File: src/rtl/keypad_scan.sv
// keypad_scan: 3x4 matrix keypad scanner with press/release debounce and a 2-entry key FIFO.
// Define KEYPAD_REPEAT_EN to auto-repeat a held key.
module keypad_scan #(
  parameter int SCAN_DIV     = 25000,
  parameter int DEBOUNCE_CNT = 250000,
  parameter int REPEAT_DELAY = 25000000,
  parameter int REPEAT_RATE  = 5000000
) (
  input  logic       clk,
  input  logic       rst,
  input  logic [3:0] keypadCol,
  output logic [2:0] keypadRow,
  output logic [3:0] key_code,
  output logic       key_valid,
  input  logic       key_ready,
  output logic       overflow
);
  localparam int DIV_W = $clog2(SCAN_DIV + 1);
  localparam int DEB_W = $clog2(DEBOUNCE_CNT + 1);
  localparam logic [DIV_W-1:0] DIV_LAST = DIV_W'(SCAN_DIV - 1);
  localparam logic [DEB_W-1:0] DEB_LAST = DEB_W'(DEBOUNCE_CNT - 1);

  typedef enum logic [1:0] {SCAN, DEBOUNCE, HELD, RELEASE} stateType;

  stateType         state, stateNext;
  logic [2:0]       rowReg, rowNext;
  logic [DIV_W-1:0] divCnt, divNext;
  logic [DEB_W-1:0] debCnt, debNext;
  logic [3:0]       codeReg, codeNext;
  logic [3:0]       colReg, colNext;
  logic [4:0]       sample;
  logic             pushKey;
  logic             popKey;
  logic             repeatFire;
  logic [3:0]       tailCode;
  logic             tailValid;

  function automatic logic [2:0] advanceRow(input logic [2:0] row);
    case (row)
      3'b110:  return 3'b101;
      3'b101:  return 3'b011;
      default: return 3'b110;
    endcase
  endfunction

  // Returns {hit, code}; hit is low for unmapped rows or column patterns.
  function automatic logic [4:0] decodeKey(input logic [2:0] row, input logic [3:0] col);
    logic [3:0] base;
    logic [3:0] extra;
    logic       hit;
    base  = 4'd0;
    extra = 4'd0;
    hit   = 1'b1;
    case (row)
      3'b110:  begin base = 4'd1; extra = 4'd10; end
      3'b101:  begin base = 4'd4; extra = 4'd11; end
      3'b011:  begin base = 4'd7; extra = 4'd0;  end
      default: hit = 1'b0;
    endcase
    case (col)
      4'b1110: return {hit, base};
      4'b1101: return {hit, base + 4'd1};
      4'b1011: return {hit, base + 4'd2};
      4'b0111: return {hit, extra};
      default: return 5'd0;
    endcase
  endfunction

`ifdef KEYPAD_REPEAT_EN
  localparam int REP_MAX = (REPEAT_DELAY > REPEAT_RATE) ? REPEAT_DELAY : REPEAT_RATE;
  localparam int REP_W   = $clog2(REP_MAX + 1);
  localparam logic [REP_W-1:0] DELAY_LAST = REP_W'(REPEAT_DELAY - 1);
  localparam logic [REP_W-1:0] RATE_LAST  = REP_W'(REPEAT_RATE - 1);

  logic [REP_W-1:0] repCnt;
  logic             repeating;

  assign repeatFire = (state == HELD) && (keypadCol != 4'b1111) &&
                      (repCnt == (repeating ? RATE_LAST : DELAY_LAST));

  // The timer only advances in HELD, so a release bounce pauses it rather than restarting it.
  always_ff @(posedge clk) begin
    if (!rst) begin
      repCnt    <= '0;
      repeating <= 1'b0;
    end else if (state == DEBOUNCE) begin
      repCnt    <= '0;
      repeating <= 1'b0;
    end else if (repeatFire) begin
      repCnt    <= '0;
      repeating <= 1'b1;
    end else if ((state == HELD) && (repCnt != '1)) begin
      repCnt <= repCnt + 1'b1;
    end
  end
`else
  assign repeatFire = 1'b0;
`endif

  always_comb begin
    stateNext = state;
    rowNext   = rowReg;
    divNext   = divCnt;
    debNext   = debCnt;
    codeNext  = codeReg;
    colNext   = colReg;
    pushKey   = repeatFire;
    sample    = decodeKey(rowReg, keypadCol);
    case (state)
      SCAN: begin
        if (divCnt >= DIV_LAST) begin
          divNext = '0;
          if (sample[4]) begin
            codeNext  = sample[3:0];
            colNext   = keypadCol;
            debNext   = '0;
            stateNext = DEBOUNCE;
          end else begin
            rowNext = advanceRow(rowReg);
          end
        end else begin
          divNext = divCnt + 1'b1;
        end
      end
      DEBOUNCE: begin
        if (keypadCol != colReg) begin
          stateNext = SCAN;
          rowNext   = advanceRow(rowReg);
          divNext   = '0;
        end else if (debCnt >= DEB_LAST) begin
          pushKey   = 1'b1;
          stateNext = HELD;
        end else begin
          debNext = debCnt + 1'b1;
        end
      end
      HELD: begin
        if (keypadCol == 4'b1111) begin
          stateNext = RELEASE;
          debNext   = '0;
        end
      end
      RELEASE: begin
        if (keypadCol != 4'b1111) begin
          stateNext = HELD;
        end else if (debCnt >= DEB_LAST) begin
          stateNext = SCAN;
          rowNext   = advanceRow(rowReg);
          divNext   = '0;
        end else begin
          debNext = debCnt + 1'b1;
        end
      end
      default: stateNext = SCAN;
    endcase
  end

  always_ff @(posedge clk) begin
    if (!rst) begin
      state   <= SCAN;
      rowReg  <= 3'b110;
      divCnt  <= '0;
      debCnt  <= '0;
      codeReg <= 4'd0;
      colReg  <= 4'b1111;
    end else begin
      state   <= stateNext;
      rowReg  <= rowNext;
      divCnt  <= divNext;
      debCnt  <= debNext;
      codeReg <= codeNext;
      colReg  <= colNext;
    end
  end

  assign keypadRow = rowReg;
  assign popKey    = key_valid && key_ready;

  // Head register drives the outputs directly; the tail holds the second entry.
  always_ff @(posedge clk) begin
    if (!rst) begin
      key_code  <= 4'd0;
      key_valid <= 1'b0;
      tailCode  <= 4'd0;
      tailValid <= 1'b0;
      overflow  <= 1'b0;
    end else begin
      overflow <= pushKey && tailValid && !popKey;
      if (popKey) begin
        if (tailValid) begin
          key_code <= tailCode;
          if (pushKey) tailCode <= codeReg;
          else         tailValid <= 1'b0;
        end else if (pushKey) begin
          key_code <= codeReg;
        end else begin
          key_valid <= 1'b0;
        end
      end else if (pushKey) begin
        if (!key_valid) begin
          key_code  <= codeReg;
          key_valid <= 1'b1;
        end else if (!tailValid) begin
          tailCode  <= codeReg;
          tailValid <= 1'b1;
        end
      end
    end
  end
endmodule

File: config.mk
export PLATFORM = sky130hd
export DESIGN_NAME = keypad_scan
export DESIGN_NICKNAME = d
export VERILOG_FILES = /design/src/rtl/keypad_scan.sv
export SDC_FILE = /design/constraint.sdc
export NUM_CORES = 1
export LEC_CHECK = 0
export BUFFER_PORTS_ARGS = -buffer_cell sky130_fd_sc_hd__clkbuf_2
export CAP_MARGIN = 30
export CORE_MARGIN = 4
export CORE_UTILIZATION = 55
export DETAILED_ROUTE_END_ITERATION = 7
export PLACE_DENSITY_LB_ADDON = 0.3
export SYNTH_ARGS = -nofsm -noshare
export SYNTH_HDL_FRONTEND = slang
export SYNTH_SLANG_ARGS = --single-unit
File: constraint.sdc
create_clock -name clk -period 1.9 [get_ports clk]
set_input_delay 0.095 -clock clk [delete_from_list [all_inputs] [get_ports clk]]
set_output_delay 0.095 -clock clk [all_outputs]
set_load 0.01 [all_outputs]
Word-level counts from Yosys, hierarchy flattened
Cells that the tools add are included.
- register bits after elaboration: 57
- output and inout bits: 9
- add/sub/neg operators: 4
- $lt $le $gt $ge: 2
- equality and inequality tests: 29
- multiplexer cells: 53
- reductions and logical operators: 19
- operator list (kind ; number):
    two-way mux 18 bit ; 6
    case mux 18 bit (4 select lines) ; 1
    two-way mux 15 bit ; 4
    case mux 15 bit (3 select lines) ; 1
    two-way mux 4 bit ; 10
    != test 2 bit, second input constant ; 12
    case mux 5 bit (4 select lines) ; 1
    adder 18 x 1 -> 18 bit, second input constant ; 1
    >= comparator 18 bit, second input constant ; 1
    case mux 3 bit (3 select lines) ; 2
    == test 4 bit, second input constant ; 4
    adder 15 x 1 -> 15 bit, second input constant ; 1
    >= comparator 15 bit, second input constant ; 1
    two-way mux 3 bit ; 5
    AND reduction 5 bit ; 3
    two-way mux 2 bit ; 7
    two-way mux 1 bit ; 13
    AND reduction 3 bit ; 3
    case mux 2 bit (4 select lines) ; 1
    case mux 4 bit (2 select lines) ; 1
    == test 3 bit, second input constant ; 2
    != test 3 bit, second input constant ; 2
    case mux 3 bit (2 select lines) ; 1
    AND reduction 6 bit ; 1
    17 further kinds ; 23

Longest topological paths before layout
- word-level depth: 7
- mapped depth: 9
- depth with buffers taken out: 7

Worst setup path before layout
Ideal clock, no wire load.
- kind: register to register
- from: reg rowReg[2], in the netlist keypadRow[2]
- to: reg debCnt[5]
- library setup time: 0.133 ns
- data arrival time: 2.029 ns
- data required time: 1.767 ns
- slack: -0.262 ns
- cell stages (with the launch flop): 10
- buffers on the path: 3
- period minus slack after synthesis: 2.162 ns
- cell sequence: dfxtp_1 > buf_4 > nand2_1 > or2_2 > a32o_1 > o21a_4 > buf_6 > buf_2 > o41ai_1 > a21oi_1
- cells in the longest elaborated chain, start to end: 6
- ends and longest elaborated chain (what ; line ; RTL):
    start, declared ; 26 ; logic [2:0] rowReg, rowNext;
    start signal, assigned ; 168 ; rowReg <= rowNext;
    == test 3 bit / == test 3 x 2 -> 1 bit (equally long branches) ; 54 ; case (row)
    OR reduction 3 bit (no source line) (*) ; - ;
    two-way mux 1 bit (*) ; 54 ;
    case mux 5 bit (4 select lines) (*) ; 60 ; case (col)
    != test 2 bit (no source line) (*) ; - ;
    AND reduction 5 bit (no source line) (*) ; - ;
    end signal, assigned ; 170 ; debCnt <= debNext;
    end, declared ; 28 ; logic [DEB_W-1:0] debCnt, debNext;
Mark *: on every way between the ends. The rest lies on a longest branch, timed or not.
A chain may end at the register's enable or synchronous reset.

Final worst setup path
- from: reg debCnt[17]
- to: reg divCnt[13]
- cells in the longest elaborated chain, start to end: 3
- ends and longest elaborated chain (what ; line ; RTL):
    >= comparator 18 bit ; 146 ; end else if (debCnt >= DEB_LAST) begin
    != test 2 bit (no source line) ; - ;
    AND reduction 4 bit (no source line) ; - ;
    end signal, assigned ; 169 ; divCnt <= divNext;
    end, declared ; 27 ; logic [DIV_W-1:0] divCnt, divNext;
Every way passes these cells.

==> results.toml <==
[run_status]
status = "finished with violations"
violations = "setup timing"

[placed_design]
dp_cells = 548
place_ws_ns = -0.286
portBuffers = 15
gp_congestion = 0.878
dp_hpwl_mm = 6.24

[timing]
final.setup.tns_ns = -10.55
max_freq_mhz = 439
slew_viol_final = 0
setup_viol = 56
rsz0062_at_grt = "yes"
hold_viol = 0
fin_hold_ws_ns = 0.119
fin_ws_ns = -0.380
clock_skew_ns = 0.00971
slew_headroom = 0.642
timing.final.crit_share = 1.20
tightest_slew_ns = 0.532
finalCriticalPeriod_ns = 2.28

[grt]
grt_max_degree = 22
gr-usage-all-layers = 0.338
overflow = 0
grt_pass1_vias = 3926
grt_antenna_before_repair = 0
grt_pass1_wl_mm = 19.5

[synthesis]
syn_nets = 398
synthCells = 388
seq_area_frac_synth = 0.350
syn-mean-instance-area_um2 = 8.39
synth_ff_type = "dfxtp_1"
ys_ff_latch = 57
synth.area.top_cells = "dfxtp_1 (35%), xor2_1 (4.3%), o21ai_0 (3.8%)"
synth_edf_count = 0
synth_top_area_share = 0.350
ys_warn_count = 0
yosysTopAreaCell = "dfxtp_1"
yosysUniqueCellTypes = 63
syn_area_um2 = 3260
synth-async-reset-ratio = 0

[die]
core_area_um2 = 5610
initial_core_util = 0.581
fp.dieH_um = 85.0
ios = 16
fp.dieW_um = 85.0
dieArea_um2 = 7220
fp-row-count = 27

[hold_path]
hold-path-cell-count = 4
hold_class = "primary input to flip-flop"

[routing]
vias = 4182
ant_nets = 0
drt-met1-wl_mm = 4.97
detail_route.first_pass.iterations = 5
avgViaCountPerCell = 7.03
drc = 0
wl_mm = 14.9
met2_length_mm = 7.03
wl_met3_mm = 1.45
drtIter0Drc = 546
wire_per_inst_um = 25.1
top_layer_used = "met4"

[pwr]
power_density_nw_per_um2 = 482
p_leak_uw = 0.00203
total_power_uw = 2440
ir_worst_vdd_mv = 0.426

[critical_path]
startpoint_type = "flip-flop"
worst-r2r-cell-count = 7
critPathMaxFanout = 4
path_class = "flip-flop to flip-flop"
end_kind = "flip-flop"
cp.required_ns = 2.17
cp.arrival_ns = 2.55

[clock_tree]
cts_max_path_buffers = 2
cts_made_buffers = 9
cts.clk_slew.worst_paths_ns = 0.08
clkLatencyLatePin_ns = 0.36
htree_levels = 3
cts_tree = "done"
numClockSinks = 57
cts-root-buf = "clkbuf_8"

[final_layout]
instances_no_fill = 595
final_net_count = 528
antennaDiodeCount = 0
layout-drive-gt1-share = 0.520
syn_to_final_growth_pct = 55.3

[flow_run]
drv_cap = 0
worst max-delay path, stage by stage, from the launching register on:
cell	delay [ns]
dfxtp_2	0.34
nand4_1	0.29
a2111oi_4	0.40
buf_4	0.20
o21ba_4	0.20
nor2_4	0.06
or4_1	0.47
a21oi_1	0.23
synth_stat cells (10+ instances only):
master,instances
nand3_1,17
o31ai_1,10
nor2_1,25
and3_1,14
xor2_1,16
o21ai_0,25
a21oi_1,24
nand2_1,31
or4_1,12
nor3_1,11
dfxtp_1,57
where the power goes:
part / internal (uW) / total [uW] / leakage [uW] / switching, uW
combinational: 86.0 / 203 / 0.00148 / 117
clock: 463 / 1030 / 0.0000818 / 566
sequential: 1200 / 1200 / 0.000469 / 8.72
total: 1750 / 2440 / 0.00203 / 692
cells in the final DEF (no fill, tap or decap), types with 9 or more instances in the layout:
cell type / instances
buf_4: 102
dfxtp_1: 35
nand2_1: 25
nor2_1: 21
buf_6: 20
dfxtp_2: 19
a21oi_2: 17
o21ai_0: 15
clkbuf_2: 15
xor2_1: 13
and3_1: 12
inv_1: 9
nand3_1: 9
or4_4: 9
clkbuf_8: 9
logic make-up after synthesis:
family	Yosys count	share of synthesized area
AOI/OAI and AO/OA	115	0.247
xor gates and xnor gates	18	0.0507
adders and majority gates	3	0.0115
buffers and inverters	32	0.0503
DFF	57	0.350
muxes	8	0.0246
and+or+nand+nor	155	0.265
layout make-up:
type | count | area (um^2)
well taps | 72 | 90.1
clock inverters | 6 | 35.0
repair buffers | 139 | 1110
inverters | 9 | 33.8
flip-flops and latches | 57 | 1180
fillers | 209 | 551
multi-input cells | 302 | 2490
clock buffers | 10 | 128
what timing repair did:
item,CTS,global route
buffers inserted,20,8
endpoints found under the hold margin,0,0
resized for setup,69,63
pin swaps,45,20
hold buffers,0,0
endpoints found under the setup margin,54,55
gates cloned,2,1
routing by layer:
| metal | global-route usage | vias to the layer above |
|---|---|---|
| met1 | 0.389 | 1917 |
| met3 | 0.0650 | 169 |
| met5 | 0 | - |
| li1 | - | 1713 |
| met2 | 0.575 | 383 |
| met4 | 0.204 | 0 |
per-stage QoR:
step	utilization	cell area (um^2)
floorplan	-	3360
global placement	0.730	4100
detailed placement	0.732	4100
CTS	0.844	4740
global route	0.902	5060
finish	0.902	5060
flip-flops by register name (all words and copies together) (netlist names):
register / cells
debCnt: 18
divCnt: 15
codeReg: 4
colReg: 4
key_code: 4
tailCode: 4
keypadRow: 3
state: 2
key_valid: 1
overflow: 1
tailValid: 1
worst paths after layout:
kind	from	end	slack [ns]
worst max-delay path	debCnt[17]$_SDFFE_PN0P_	divCnt[13]$_SDFFE_PN0P_	-0.38
worst min register to register	tailCode[1]$_SDFFE_PN0P_	tailCode[1]$_SDFFE_PN0P_	0.51
worst max register to register	debCnt[17]$_SDFFE_PN0P_	divCnt[13]$_SDFFE_PN0P_	-0.38
worst min-delay path	key_ready	tailValid$_SDFFE_PN0P_	0.12
Note: power is estimated with default switching activity, not from simulation.
